$ cat src/rtl/gpu_pkg.sv
// Shared types and constants for the GPU command path.
package gpu_pkg;

  localparam int OP_W    = 4;
  localparam int PARAM_W = 25;

  localparam logic [OP_W-1:0] OPC_NOP = 4'h0;

  typedef struct packed {
    logic [OP_W-1:0]    opcode;
    logic [PARAM_W-1:0] parameters;
  } gpu_cmd_t;

  typedef enum logic [1:0] {
    IDLE      = 2'd0,
    ISSUE     = 2'd1,
    WAIT_ACK  = 2'd2,
    WAIT_DONE = 2'd3
  } sched_state_t;

endpackage

$ cat src/rtl/gpu_cmd_fifo.sv
// Synchronous command FIFO; push is ignored when full and pop when empty.
module gpu_cmd_fifo
  import gpu_pkg::*;
#(
  parameter int DEPTH = 4
) (
  input  logic                   clk,
  input  logic                   n_rst,
  input  logic                   push,
  input  logic                   pop,
  input  gpu_cmd_t               wdata,
  output gpu_cmd_t               rdata,
  output logic [$clog2(DEPTH):0] count,
  output logic                   full,
  output logic                   empty
);

  localparam int PTR_W = $clog2(DEPTH);
  localparam int CNT_W = $clog2(DEPTH) + 1;

  gpu_cmd_t             mem_r [DEPTH];
  logic [PTR_W-1:0]     wr_ptr_r;
  logic [PTR_W-1:0]     rd_ptr_r;
  logic [CNT_W-1:0]     count_r;
  logic                 push_ok_s;
  logic                 pop_ok_s;

  // Qualify requests against the current occupancy.
  always_comb begin
    push_ok_s = push && !full;
    pop_ok_s  = pop && !empty;
  end

  // Storage, pointers (wrap naturally since DEPTH is a power of two) and count.
  always_ff @(posedge clk) begin
    if (!n_rst) begin
      wr_ptr_r <= PTR_W'(0);
      rd_ptr_r <= PTR_W'(0);
      count_r  <= CNT_W'(0);
      for (int i = 0; i < DEPTH; i++) begin
        mem_r[i] <= '0;
      end
    end else begin
      if (push_ok_s) begin
        mem_r[wr_ptr_r] <= wdata;
        wr_ptr_r        <= wr_ptr_r + PTR_W'(1);
      end
      if (pop_ok_s) begin
        rd_ptr_r <= rd_ptr_r + PTR_W'(1);
      end
      case ({push_ok_s, pop_ok_s})
        2'b10:   count_r <= count_r + CNT_W'(1);
        2'b01:   count_r <= count_r - CNT_W'(1);
        default: count_r <= count_r;
      endcase
    end
  end

  assign rdata = mem_r[rd_ptr_r];
  assign count = count_r;
  assign full  = (count_r == CNT_W'(DEPTH));
  assign empty = (count_r == CNT_W'(0));

endmodule

$ cat src/rtl/gpu_cmd_sched.sv
// Buffers decoded GPU commands and issues them one at a time with a
// start/busy handshake, flagging dropped commands and missing acknowledges.
module gpu_cmd_sched
  import gpu_pkg::*;
#(
  parameter int DEPTH       = 4,
  parameter int ACK_TIMEOUT = 8
) (
  input  logic                   clk,
  input  logic                   n_rst,
  input  logic                   cmd_valid_i,
  input  logic [OP_W-1:0]        opcode_i,
  input  logic [PARAM_W-1:0]     parameters_i,
  output logic                   cmd_ready_o,
  output logic                   gpu_start_o,
  output logic [OP_W-1:0]        gpu_opcode_o,
  output logic [PARAM_W-1:0]     gpu_parameters_o,
  input  logic                   gpu_busy_i,
  output logic [$clog2(DEPTH):0] fifo_count_o,
  output logic                   overflow_o,
  output logic                   timeout_o,
  output logic                   idle_o
);

  localparam int CNT_W = $clog2(DEPTH) + 1;
  localparam int TO_W  = $clog2(ACK_TIMEOUT);

  sched_state_t        state_r;
  logic [TO_W-1:0]     to_cnt_r;
  logic                start_r;
  logic [OP_W-1:0]     opcode_r;
  logic [PARAM_W-1:0]  params_r;
  logic                overflow_r;
  logic                timeout_r;

  gpu_cmd_t            wr_cmd_s;
  gpu_cmd_t            head_s;
  logic [CNT_W-1:0]    count_s;
  logic                full_s;
  logic                empty_s;
  logic                is_cmd_s;
  logic                push_s;
  logic                drop_s;
  logic                pop_s;

  // NOPs never reach the FIFO; readiness is judged on the pre-edge count only.
  always_comb begin
    wr_cmd_s.opcode     = opcode_i;
    wr_cmd_s.parameters = parameters_i;
    is_cmd_s            = cmd_valid_i && (opcode_i != OPC_NOP);
    push_s              = is_cmd_s && !full_s;
    drop_s              = is_cmd_s && full_s;
    pop_s               = (state_r == IDLE) && !empty_s;
  end

  gpu_cmd_fifo #(
    .DEPTH (DEPTH)
  ) u_fifo (
    .clk   (clk),
    .n_rst (n_rst),
    .push  (push_s),
    .pop   (pop_s),
    .wdata (wr_cmd_s),
    .rdata (head_s),
    .count (count_s),
    .full  (full_s),
    .empty (empty_s)
  );

  // Issue FSM with ack timeout counter and sticky error flags.
  always_ff @(posedge clk) begin
    if (!n_rst) begin
      state_r    <= IDLE;
      to_cnt_r   <= TO_W'(0);
      start_r    <= 1'b0;
      opcode_r   <= OP_W'(0);
      params_r   <= PARAM_W'(0);
      overflow_r <= 1'b0;
      timeout_r  <= 1'b0;
    end else begin
      start_r <= 1'b0;
      if (drop_s) begin
        overflow_r <= 1'b1;
      end
      case (state_r)
        IDLE: begin
          if (pop_s) begin
            opcode_r <= head_s.opcode;
            params_r <= head_s.parameters;
            start_r  <= 1'b1;
            state_r  <= ISSUE;
          end
        end
        ISSUE: begin
          to_cnt_r <= TO_W'(0);
          state_r  <= WAIT_ACK;
        end
        WAIT_ACK: begin
          // An unacknowledged command is abandoned rather than retried.
          if (gpu_busy_i) begin
            state_r <= WAIT_DONE;
          end else if (to_cnt_r == TO_W'(ACK_TIMEOUT - 1)) begin
            timeout_r <= 1'b1;
            state_r   <= IDLE;
          end else begin
            to_cnt_r <= to_cnt_r + TO_W'(1);
          end
        end
        WAIT_DONE: begin
          if (!gpu_busy_i) begin
            state_r <= IDLE;
          end
        end
        default: state_r <= IDLE;
      endcase
    end
  end

  assign cmd_ready_o      = !full_s;
  assign gpu_start_o      = start_r;
  assign gpu_opcode_o     = opcode_r;
  assign gpu_parameters_o = params_r;
  assign fifo_count_o     = count_s;
  assign overflow_o       = overflow_r;
  assign timeout_o        = timeout_r;
  assign idle_o           = (state_r == IDLE) && empty_s;

endmodule

$ cat config.mk
export PLATFORM = sky130hd
export DESIGN_NAME = gpu_cmd_sched
export DESIGN_NICKNAME = d
export VERILOG_FILES = /design/src/rtl/gpu_pkg.sv /design/src/rtl/gpu_cmd_fifo.sv /design/src/rtl/gpu_cmd_sched.sv
export SDC_FILE = /design/constraint.sdc
export NUM_CORES = 1
export LEC_CHECK = 0
export ABC_CLOCK_PERIOD_IN_PS = 12150
export CORE_MARGIN = 2
export CORE_UTILIZATION = 50
export CTS_CLUSTER_DIAMETER = 80
export CTS_CLUSTER_SIZE = 40
export DETAILED_ROUTE_END_ITERATION = 7
export GPL_TIMING_DRIVEN = 0
export PLACE_DENSITY = 0.71
export SLEW_MARGIN = 20
export SYNTH_ARGS = -nofsm -noshare
export SYNTH_HDL_FRONTEND = slang
export SYNTH_HIERARCHICAL = 1
export SYNTH_SLANG_ARGS = --single-unit
$ cat constraint.sdc
create_clock -name clk -period 12.15 [get_ports clk]
set_input_delay 3.0375 -clock clk [delete_from_list [all_inputs] [get_ports clk]]
set_output_delay 3.0375 -clock clk [all_outputs]
set_load 0.05 [all_outputs]
# Word-level counts from Yosys, hierarchy flattened

Memories as Yosys holds them, arrays and structs flattened. A register that Yosys moved wholly into a read port is not among the register bits.
Cells that the tools add are included.

Register bits: 15
Memory bits (writable): 116
Input bits: 33
Memories: 1

Muxes and demuxes: 17
Equality and inequality tests: 12
Bitwise logic cells: 1
$add $sub $neg: 5
Reductions and logical operators: 21

Memories:

| name         | words | width | rd ports | clocked after Yosys merged registers in | wr ports | line               | text |
|---|---|---|---|---|---|---|---|
| u_fifo.mem_r | 4     | 29    | 1        | 1                                       | 4        | gpu_cmd_fifo.sv:21 | `gpu_cmd_t mem_r [DEPTH];` |

Operator list:

| operator                                         | number |
|---|---|
| two-way mux 29 bit                               | 1 |
| OR reduction 29 bit                              | 1 |
| one-hot mux 3 bit (2 select lines)               | 2 |
| two-way mux 2 bit                                | 5 |
| AND reduction 3 bit                              | 3 |
| one-hot mux 2 bit (4 select lines)               | 1 |
| logical AND 1 bit                                | 7 |
| adder 3 x 1 -> 3 bit, second input constant      | 2 |
| == test 2 bit, second input constant             | 3 |
| == test 3 bit, second input constant             | 2 |
| two-way mux 1 bit                                | 6 |
| two-way mux 3 bit                                | 2 |
| != test 2 bit, second input constant             | 3 |
| adder 2 x 1 -> 2 bit, second input constant      | 2 |
| == test 2 x 1 -> 1 bit, second input constant    | 2 |
| AND reduction 2 bit                              | 2 |
| nonzero test 2 bit                               | 2 |
| nonzero test 4 bit                               | 1 |
| logical NOT 1 bit                                | 3 |
| logical NOT 3 bit                                | 1 |
| != test 3 bit, second input constant             | 1 |
| subtractor 3 x 1 -> 3 bit, second input constant | 1 |
| logical NOT 2 bit                                | 1 |
| != test 2 x 1 -> 1 bit, second input constant    | 1 |
| inverter 1 bit                                   | 1 |

# Logic depth before layout (Yosys ltp)

Gate-level depths: netlist (run 1).

Depth after elaboration: 9
Gate-level depth with buffers: 11
Depth with buffers taken out: 11

# Cells and area by module

The synthesis (run 1) kept the hierarchy.

By module, submodules not included:

| module        | sequential area each (um^2) | area each (um^2) | instances | cells an instance |
|---|---|---|---|---|
| gpu_cmd_fifo  | 3663.5                      | 5479.0           | 1         | 333 |
| gpu_cmd_sched | 740.7                       | 1470.2           | 1         | 166 |

# Worst setup path before layout (run 1)

Ideal clock, no wire load.

Path kind: input to register
Start: in opcode_i[0]
End: mem u_fifo/mem_r[2][0] (netlist name), enable pin
Data required time: 11.695 ns
Arrival time: 5.590 ns
Cell stages on the path: 4
Path slack: 6.104 ns
Cells stage by stage: or4_1 and3_1 nand2_1 o21ai_0

RTL lines:

| element     | line                | text |
|---|---|---|
| from (decl) | gpu_cmd_sched.sv:12 | `input logic [OP_W-1:0] opcode_i,` |
| to (decl)   | gpu_cmd_fifo.sv:21  |  |

# Final worst setup path (run 1)

Start: reg u_fifo.count_r[0] (netlist: u_fifo/count[0])
End: out idle_o

Longest elaborated chain between the ends: 2

Ends and longest elaborated chain:

| element                | line                 | text |
|---|---|---|
| from (decl)            | gpu_cmd_fifo.sv:24   | `logic [CNT_W-1:0] count_r;` |
| from (signal assigned) | gpu_cmd_fifo.sv:52   | `2'b10: count_r <= count_r + CNT_W'(1);` |
| from (signal assigned) | gpu_cmd_fifo.sv:53   | `2'b01: count_r <= count_r - CNT_W'(1);` |
| from (signal assigned) | gpu_cmd_fifo.sv:54   | `default: count_r <= count_r;` |
| logical NOT 3 bit      | gpu_cmd_fifo.sv:62   | `assign empty = (count_r == CNT_W'(0));` |
| via empty_s            | gpu_cmd_sched.sv:40  | `logic empty_s;` |
| logical AND 1 bit      | gpu_cmd_sched.sv:126 | `assign idle_o = (state_r == IDLE) && empty_s;` |
| to (decl)              | gpu_cmd_sched.sv:22  | `output logic idle_o` |

The timed path passes the listed nets, and every way through them passes these cells.

==> run_results.csv, run 1 <==
group,metric,value,unit
synthesis,synthFlopType,"edfxtp_1",
outcome,outcome,"finished, final reports clean",
setup_path,cp_slowest_cell,"clkdlybuf4s50_1",
setup_path,r2r-start,"u_fifo/count[0]",
global_routing,grt_max_degree,18,
global_routing,antenna_found_initial,0,
setup_path,rr_worst_depth,10,
synthesis,yosysWarnings,6,
cts,cts.sinks,162,
detailed_routing,dr.pass1.iters,4,
synthesis,synth_top_area_share,50.1,%
floorplan,core,13700,µm²
synthesis,syn_nets,536,
sta,holdWs,455,ps
sta,min_period,5600,ps
global_routing,grt_use_total,22.1,%
job,cap_viol_max_count,0,
floorplan,die_area,14900,µm²
floorplan,die_y,122,µm
synthesis,synth.avg_cell_area,13.9,µm²
detailed_routing,num_vias,4208,
power_and_ir_drop,ir_drop,114,µV
sta,slew_violations,0,
setup_path,rr_endpoint,"u_fifo/count[2]",
setup_path,critPathRequiredTime,9110,ps
cts,clock_latency,430,ps
cts,htree_levels,4,
layout,instances_no_fill,784,
sta,fmax,0.179,GHz
setup_path,crit_path_end,"idle_o",
global_routing,grt_pass1_vias,4448,
power_and_ir_drop,power.leakage,3.10,nW
synthesis,ys_seq_area_share,63.4,%
detailed_routing,routedWlPerCell,19.4,µm
min_path,min_from,"gpu_parameters_o[10]",
layout,layout.nets,628,
sta,tns,0,ps
synthesis,synth_top_area_cell,"edfxtp_1",
synthesis,syn_inst,499,
detailed_routing,postRouteAntennaNets,0,
sta,hold_violations,0,
cts,ctsResizeCount,0,
synthesis,synthTopCellsByArea,"edfxtp_1 (50%), dfxtp_1 (13%), and2_1 (11%), mux4_2 (9.4%), nand3_1 (2.5%)",
placed_design,portBuffers,69,
power_and_ir_drop,power_density,217,nW/µm²
cts,cts_tree,"built",
layout,final_cell_mix,"and2_1 (120), edfxtp_1 (116), clkdlybuf4s50_1 (69), dfxtp_1 (46)",
sta,period_share,46.1,%
global_routing,grt-ovfl-total,0,
floorplan,start_util,50.7,%
placed_design,gp_congestion,0.768,
synthesis,synth_edf_count,116,
detailed_routing,wl,15200,µm
min_path,hp-class,"reg2reg",
layout,area_delta_synth_final,23.5,%
setup_path,path_cells,"nor3_1 -> nor3b_1 -> clkdlybuf4s50_1",
detailed_routing,vias_per_cell,5.37,
synthesis,ys_seq_elements,162,
setup_path,critPathLaunchType,"flop",
layout,final_common_cell,"and2_1",
synthesis,async_reset_ff_share,0,%
cts,clk_pin_slew,60,ps
synthesis,netlist_area,6950,µm²
sta,setup_ws,6550,ps
layout,final_layout_size_suffix_gt1_share,18.4,%
setup_path,rrSetupSlack,9280,ps
detailed_routing,drc_errors,0,
cts,hold_buffers,0,
cts,numCtsBuffers,17,
sta,tightest_slew,758,ps
synthesis,yosysUniqueCellTypes,42,
setup_path,critical-path-max-stage-delay,840,ps
global_routing,grt_pass1_wl,23600,µm
placed_design,hpwl,9960,µm
setup_path,setup.worst_path.start,"u_fifo/count[0]",
detailed_routing,drt_iter0_drc,193,
cts,cts-root-buf,"clkbuf_16",
placed_design,place_inst,752,
cts,cts_setup_buffers,0,
floorplan,io_pins,70,
floorplan,rows,43,
placed_design,place_ws,6200,ps
floorplan,die_w,122,µm
layout,antenna_cells,0,
sta,max-slew-margin-rel,49.1,%
setup_path,cp.arrival,2560,ps
setup_path,cp_max_fo,6,
sta,setup_viol,0,
setup_path,worst-setup-path-type,"reg2out",
sta,rsz0062_at_grt,"false",
sta,skew,12.7,ps
setup_path,crit_path_end_kind,"output port",
cts,clockBufferDepth,2,
==> critical path: cells and delay by family, from the launching register on <==
family / cells / cell delay (ps)
buffers and inverters: 1 / 840
AND/OR/NAND/NOR: 2 / 940
flip-flops: 1 / 360
==> sequential cells by signal, indices dropped and copies added, names as in the netlist, named ones only <==
name / cells
gpu_start_o: 1
u_fifo/count: 3
overflow_o: 1
u_fifo/rd_ptr_r: 2
u_fifo/mem_r: 116
timeout_o: 1
to_cnt_r: 3
u_fifo/wr_ptr_r: 2
state_r: 2
gpu_parameters_o: 25
gpu_opcode_o: 4
==> layout make-up <==
type	instances	area, µm²
plain buffers	33	206
clock buffers	20	457
clock inverters	12	115
fillers	1066	5140
inverters	6	22.5
multi-input cells	298	2350
flip-flops and latches	162	4400
well taps	180	225
repair buffers	73	801
==> worst min path at each step <==
stage	depth (start not counted)	end	slack, ps
2_1_floorplan	2	to_cnt_r[1]	450
3_3_place_gp	2	gpu_parameters_o[10]	440
3_5_place_dp	2	gpu_parameters_o[21]	450
4_1_cts	2	gpu_parameters_o[10]	460
5_1_grt	2	gpu_parameters_o[4]	480
6_report	2	gpu_parameters_o[10]	450
==> per-layer routing <==
| layer | up-vias | track usage, % | part of all wire, % |
|---|---|---|---|
| met3 | 9 | 4.78 | 5.3 |
| met5 | - | 0 | 0 |
| met1 | 2096 | 26.4 | 39 |
| met4 | 0 | 7.33 | 0.96 |
| li1 | 1990 | - | - |
| met2 | 113 | 39.8 | 55 |
==> synth_stat cells (2+ instances only) <==
cell type,n
a21boi_0,3
and2_1,120
buf_2,13
buf_4,2
buf_6,7
clkbuf_1,6
clkbuf_2,5
dfxtp_1,46
edfxtp_1,116
ha_1,3
inv_1,5
mux4_2,29
nand2_1,35
nand2b_1,4
nand3_1,35
nor2b_1,3
nor4b_2,2
o21ai_0,32
o21ai_2,9
or3_1,2
==> metrics by stage <==
stage	cell area [µm²]	power, mW	util, %
3_3_place_gp	7870	1.34	57.3
5_1_grt	8580	1.95	62.6
4_1_cts	8580	1.88	62.6
3_5_place_dp	8010	1.37	58.4
2_1_floorplan	6950	1.16	-
6_report	8580	1.86	62.6
==> logic make-up after synthesis <==
group	count (synthesis)	share of synthesized area, %
AND/OR/NAND/NOR	214	18.6
flip-flops	162	63.4
AO/OA/AOI/OAI	48	4.14
buffers and inverters	39	3.29
multiplexers	30	9.54
adder cells (fa/ha/maj)	4	0.828
XOR/XNOR	2	0.252
==> power breakdown <==
group / switching, mW / internal [mW] / total [mW]
Sequential: 0.0429 / 0.691 / 0.734
Combinational: 0.378 / 0.235 / 0.613
Clock: 0.205 / 0.310 / 0.515
(Power assumes the default switching activity.)
==> run 2: changes to the inputs <==
--- a/config.mk
+++ b/config.mk
@@ -5,7 +5,7 @@
 export SDC_FILE = /design/constraint.sdc
 export NUM_CORES = 1
 export LEC_CHECK = 0
-export ABC_CLOCK_PERIOD_IN_PS = 12150
+export ABC_CLOCK_PERIOD_IN_PS = 5500
 export CORE_MARGIN = 2
 export CORE_UTILIZATION = 50
 export CTS_CLUSTER_DIAMETER = 80
==> constraint.sdc (replaced) <==
create_clock -name clk -period 5.5 [get_ports clk]
set_input_delay 1.375 -clock clk [delete_from_list [all_inputs] [get_ports clk]]
set_output_delay 1.375 -clock clk [all_outputs]
set_load 0.05 [all_outputs]
==> results of run 2 <==
Same layout as run 1 (identical final DEF). Status: finished, final reports clean.
Among the figures that moved: setup slack after placement 6200 ps -> 1220 ps; setup slack after layout 6550 ps -> 1560 ps; register-to-register setup slack 9280 ps -> 2630 ps; total power 1.86 mW -> 4.11 mW; worst IR drop on VDD 114 µV -> 252 µV
==> run 3: changes to the inputs <==
--- a/config.mk
+++ b/config.mk
@@ -5,14 +5,14 @@
 export SDC_FILE = /design/constraint.sdc
 export NUM_CORES = 1
 export LEC_CHECK = 0
-export ABC_CLOCK_PERIOD_IN_PS = 5500
+export ABC_CLOCK_PERIOD_IN_PS = 3400
 export CORE_MARGIN = 2
 export CORE_UTILIZATION = 50
 export CTS_CLUSTER_DIAMETER = 80
 export CTS_CLUSTER_SIZE = 40
 export DETAILED_ROUTE_END_ITERATION = 7
 export GPL_TIMING_DRIVEN = 0
-export PLACE_DENSITY = 0.71
+export PLACE_DENSITY = 0.74
 export SLEW_MARGIN = 20
 export SYNTH_ARGS = -nofsm -noshare
 export SYNTH_HDL_FRONTEND = slang
==> constraint.sdc (replaced) <==
create_clock -name clk -period 3.4 [get_ports clk]
set_input_delay 0.85 -clock clk [delete_from_list [all_inputs] [get_ports clk]]
set_output_delay 0.85 -clock clk [all_outputs]
set_load 0.05 [all_outputs]
==> run 3 against run 2 <==
  * Non-clock buffer count unchanged
  * Clock-buffer cell count up 4
  * Total power up 60%
  * Largest power group unchanged
  * Flip-flop and latch count unchanged
  * Critical path type is now in2reg
==> run_results.csv, run 3 (same netlist as run 1, synthesis figures left out) <==
group,metric,value,unit
outcome,outcome,"finished, final reports clean",
placed_design,portBuffers,69,
sta,min_period,3240,ps
power_and_ir_drop,power.leakage,3.08,nW
layout,final_layout_size_suffix_gt1_share,18.7,%
min_path,hp-class,"reg2reg",
layout,layout.nets,628,
sta,max-slew-margin-rel,52.9,%
detailed_routing,dr.pass1.iters,5,
power_and_ir_drop,ir_drop,429,µV
setup_path,cp.arrival,3590,ps
setup_path,path_cells,"clkdlybuf4s50_1 -> or4_1 -> and3_2 -> nand2_2 -> ha_1 -> inv_1 -> fa_1 -> xor2_1 -> or3_1 -> a21boi_0",
layout,final_util,62.5,%
cts,htree_levels,4,
cts,clk_pin_slew,60,ps
setup_path,worst-setup-path-type,"in2reg",
global_routing,antenna_found_initial,0,
sta,rsz0062_at_grt,"false",
detailed_routing,num_vias,4239,
detailed_routing,drc_errors,0,
floorplan,start_util,50.7,%
setup_path,critical-path-max-stage-delay,570,ps
floorplan,die_w,122,µm
cts,numCtsBuffers,17,
floorplan,die_area,14900,µm²
cts,cts_setup_buffers,0,
global_routing,grt_use_total,21.8,%
layout,multi_input_comb_area,2360,µm²
floorplan,io_pins,70,
setup_path,cp_slowest_cell,"or4_1",
detailed_routing,dr_wl_met3,698,µm
global_routing,grt_pass1_vias,4439,
cts,cts-root-buf,"clkbuf_16",
sta,slew_violations,0,
cts,clockBufferDepth,2,
layout,seq_area,4400,µm²
placed_design,gp_congestion,0.752,
cts,hold_buffers,0,
cts,cts_tree,"built",
sta,skew,11.6,ps
floorplan,rows,43,
sta,fmax,0.309,GHz
detailed_routing,vias_per_cell,5.41,
sta,setup_viol,0,
detailed_routing,drt-met1-wl,6190,µm
power_and_ir_drop,power_density,769,nW/µm²
setup_path,critPathRequiredTime,3750,ps
global_routing,grt_pass1_wl,23300,µm
layout,final_cell_mix,"and2_1 (120), edfxtp_1 (116), clkdlybuf4s50_1 (69), dfxtp_1 (46), nand3_1 (35)",
detailed_routing,wl,14700,µm
job,cap_viol_max_count,0,
layout,antenna_cells,0,
detailed_routing,drt_iter0_drc,348,
cts,ctsResizeCount,1,
setup_path,cp_max_fo,6,
cts,clock_latency,430,ps
global_routing,grt_max_degree,23,
global_routing,grt-ovfl-total,0,
setup_path,critPathLaunchType,"primary input",
power_and_ir_drop,totalPowerFinal,6.60,mW
setup_path,crit_path_end_kind,"flop",
layout,final_common_cell,"and2_1",
placed_design,hpwl,9740,µm
sta,tightest_slew,703,ps
detailed_routing,met2_length,7540,µm
sta,hold_violations,0,
sta,period_share,95.2,%
setup_path,rrSetupSlack,580,ps
layout,fillers,1066,
layout,top_register,"u_fifo/mem_r",
detailed_routing,postRouteAntennaNets,0,
layout,area_delta_synth_final,23.4,%
detailed_routing,routedWlPerCell,18.8,µm
floorplan,core,13700,µm²
detailed_routing,top_layer_used,"met4",
layout,largest_register_ffs,116,
cts,cts.sinks,162,
floorplan,die_y,122,µm
[run 3: cell count changes in the layout (fill, tap and decap cells not counted), moves of 2 or more]
cell / delta
clkinv_2: -4
clkinvlp_4: +2
clkbuf_8: +2
bufinv_16: -2
[run 3: critical path: cells and delay by family]
kind                     cells  cell delay, ps
buffers and inverters        2             540
AND/OR/NAND/NOR              4            1290
AO/OA/AOI/OAI                1             160
XOR/XNOR                     1             160
adder cells (fa/ha/maj)      2             590
[run 3: layer usage]
metal  vias to the layer above  GRT usage [%]
li1                       1988              -
met2                       133           36.9
met3                        23           4.21
met5                         -              0
met4                         0           10.1
met1                      2095           27.1
[run 3: path summary, 6_finish.rpt]
path,from,to,cells after the start
worst max register to register,u_fifo/count[0],u_fifo/count[2],10
worst min-delay path,gpu_parameters_o[1],gpu_parameters_o[1],2
worst max-delay path,opcode_i[1],u_fifo/count[2],10
worst min register to register,gpu_parameters_o[1],gpu_parameters_o[1],2
[run 3: final cells by class]
| class | count | area share, % |
|---|---|---|
| plain buffers | 33 | 2.41 |
| inverters | 6 | 0.263 |
| well taps | 180 | 2.63 |
| repair buffers | 73 | 9.25 |
| clock buffers | 24 | 5.98 |
| flip-flops and latches | 162 | 51.4 |
| multi-input cells | 298 | 27.5 |
| clock inverters | 8 | 0.584 |
[run 3: through the flow]
step                instance area, µm²  hold slack (ps)  setup slack (ps)  setup TNS, ps  std cells
finish                            8580              453               162              0        784
global route                      8580              470              7.39              0        784
CTS                               8570              460              75.1              0        784
detailed placement                8000              453              -365          -2140        752
global placement                  7870              443             -1430        -120760        748
floorplan                         6950              451              -130          -7510        499
[run 3: power by group]
part / leakage [nW] / switching, mW / internal, mW
Sequential: 1.58 / 0.155 / 2.47
Combinational: 1.23 / 1.34 / 0.840
Clock: 0.271 / 0.744 / 1.05
Total: 3.08 / 2.24 / 4.36
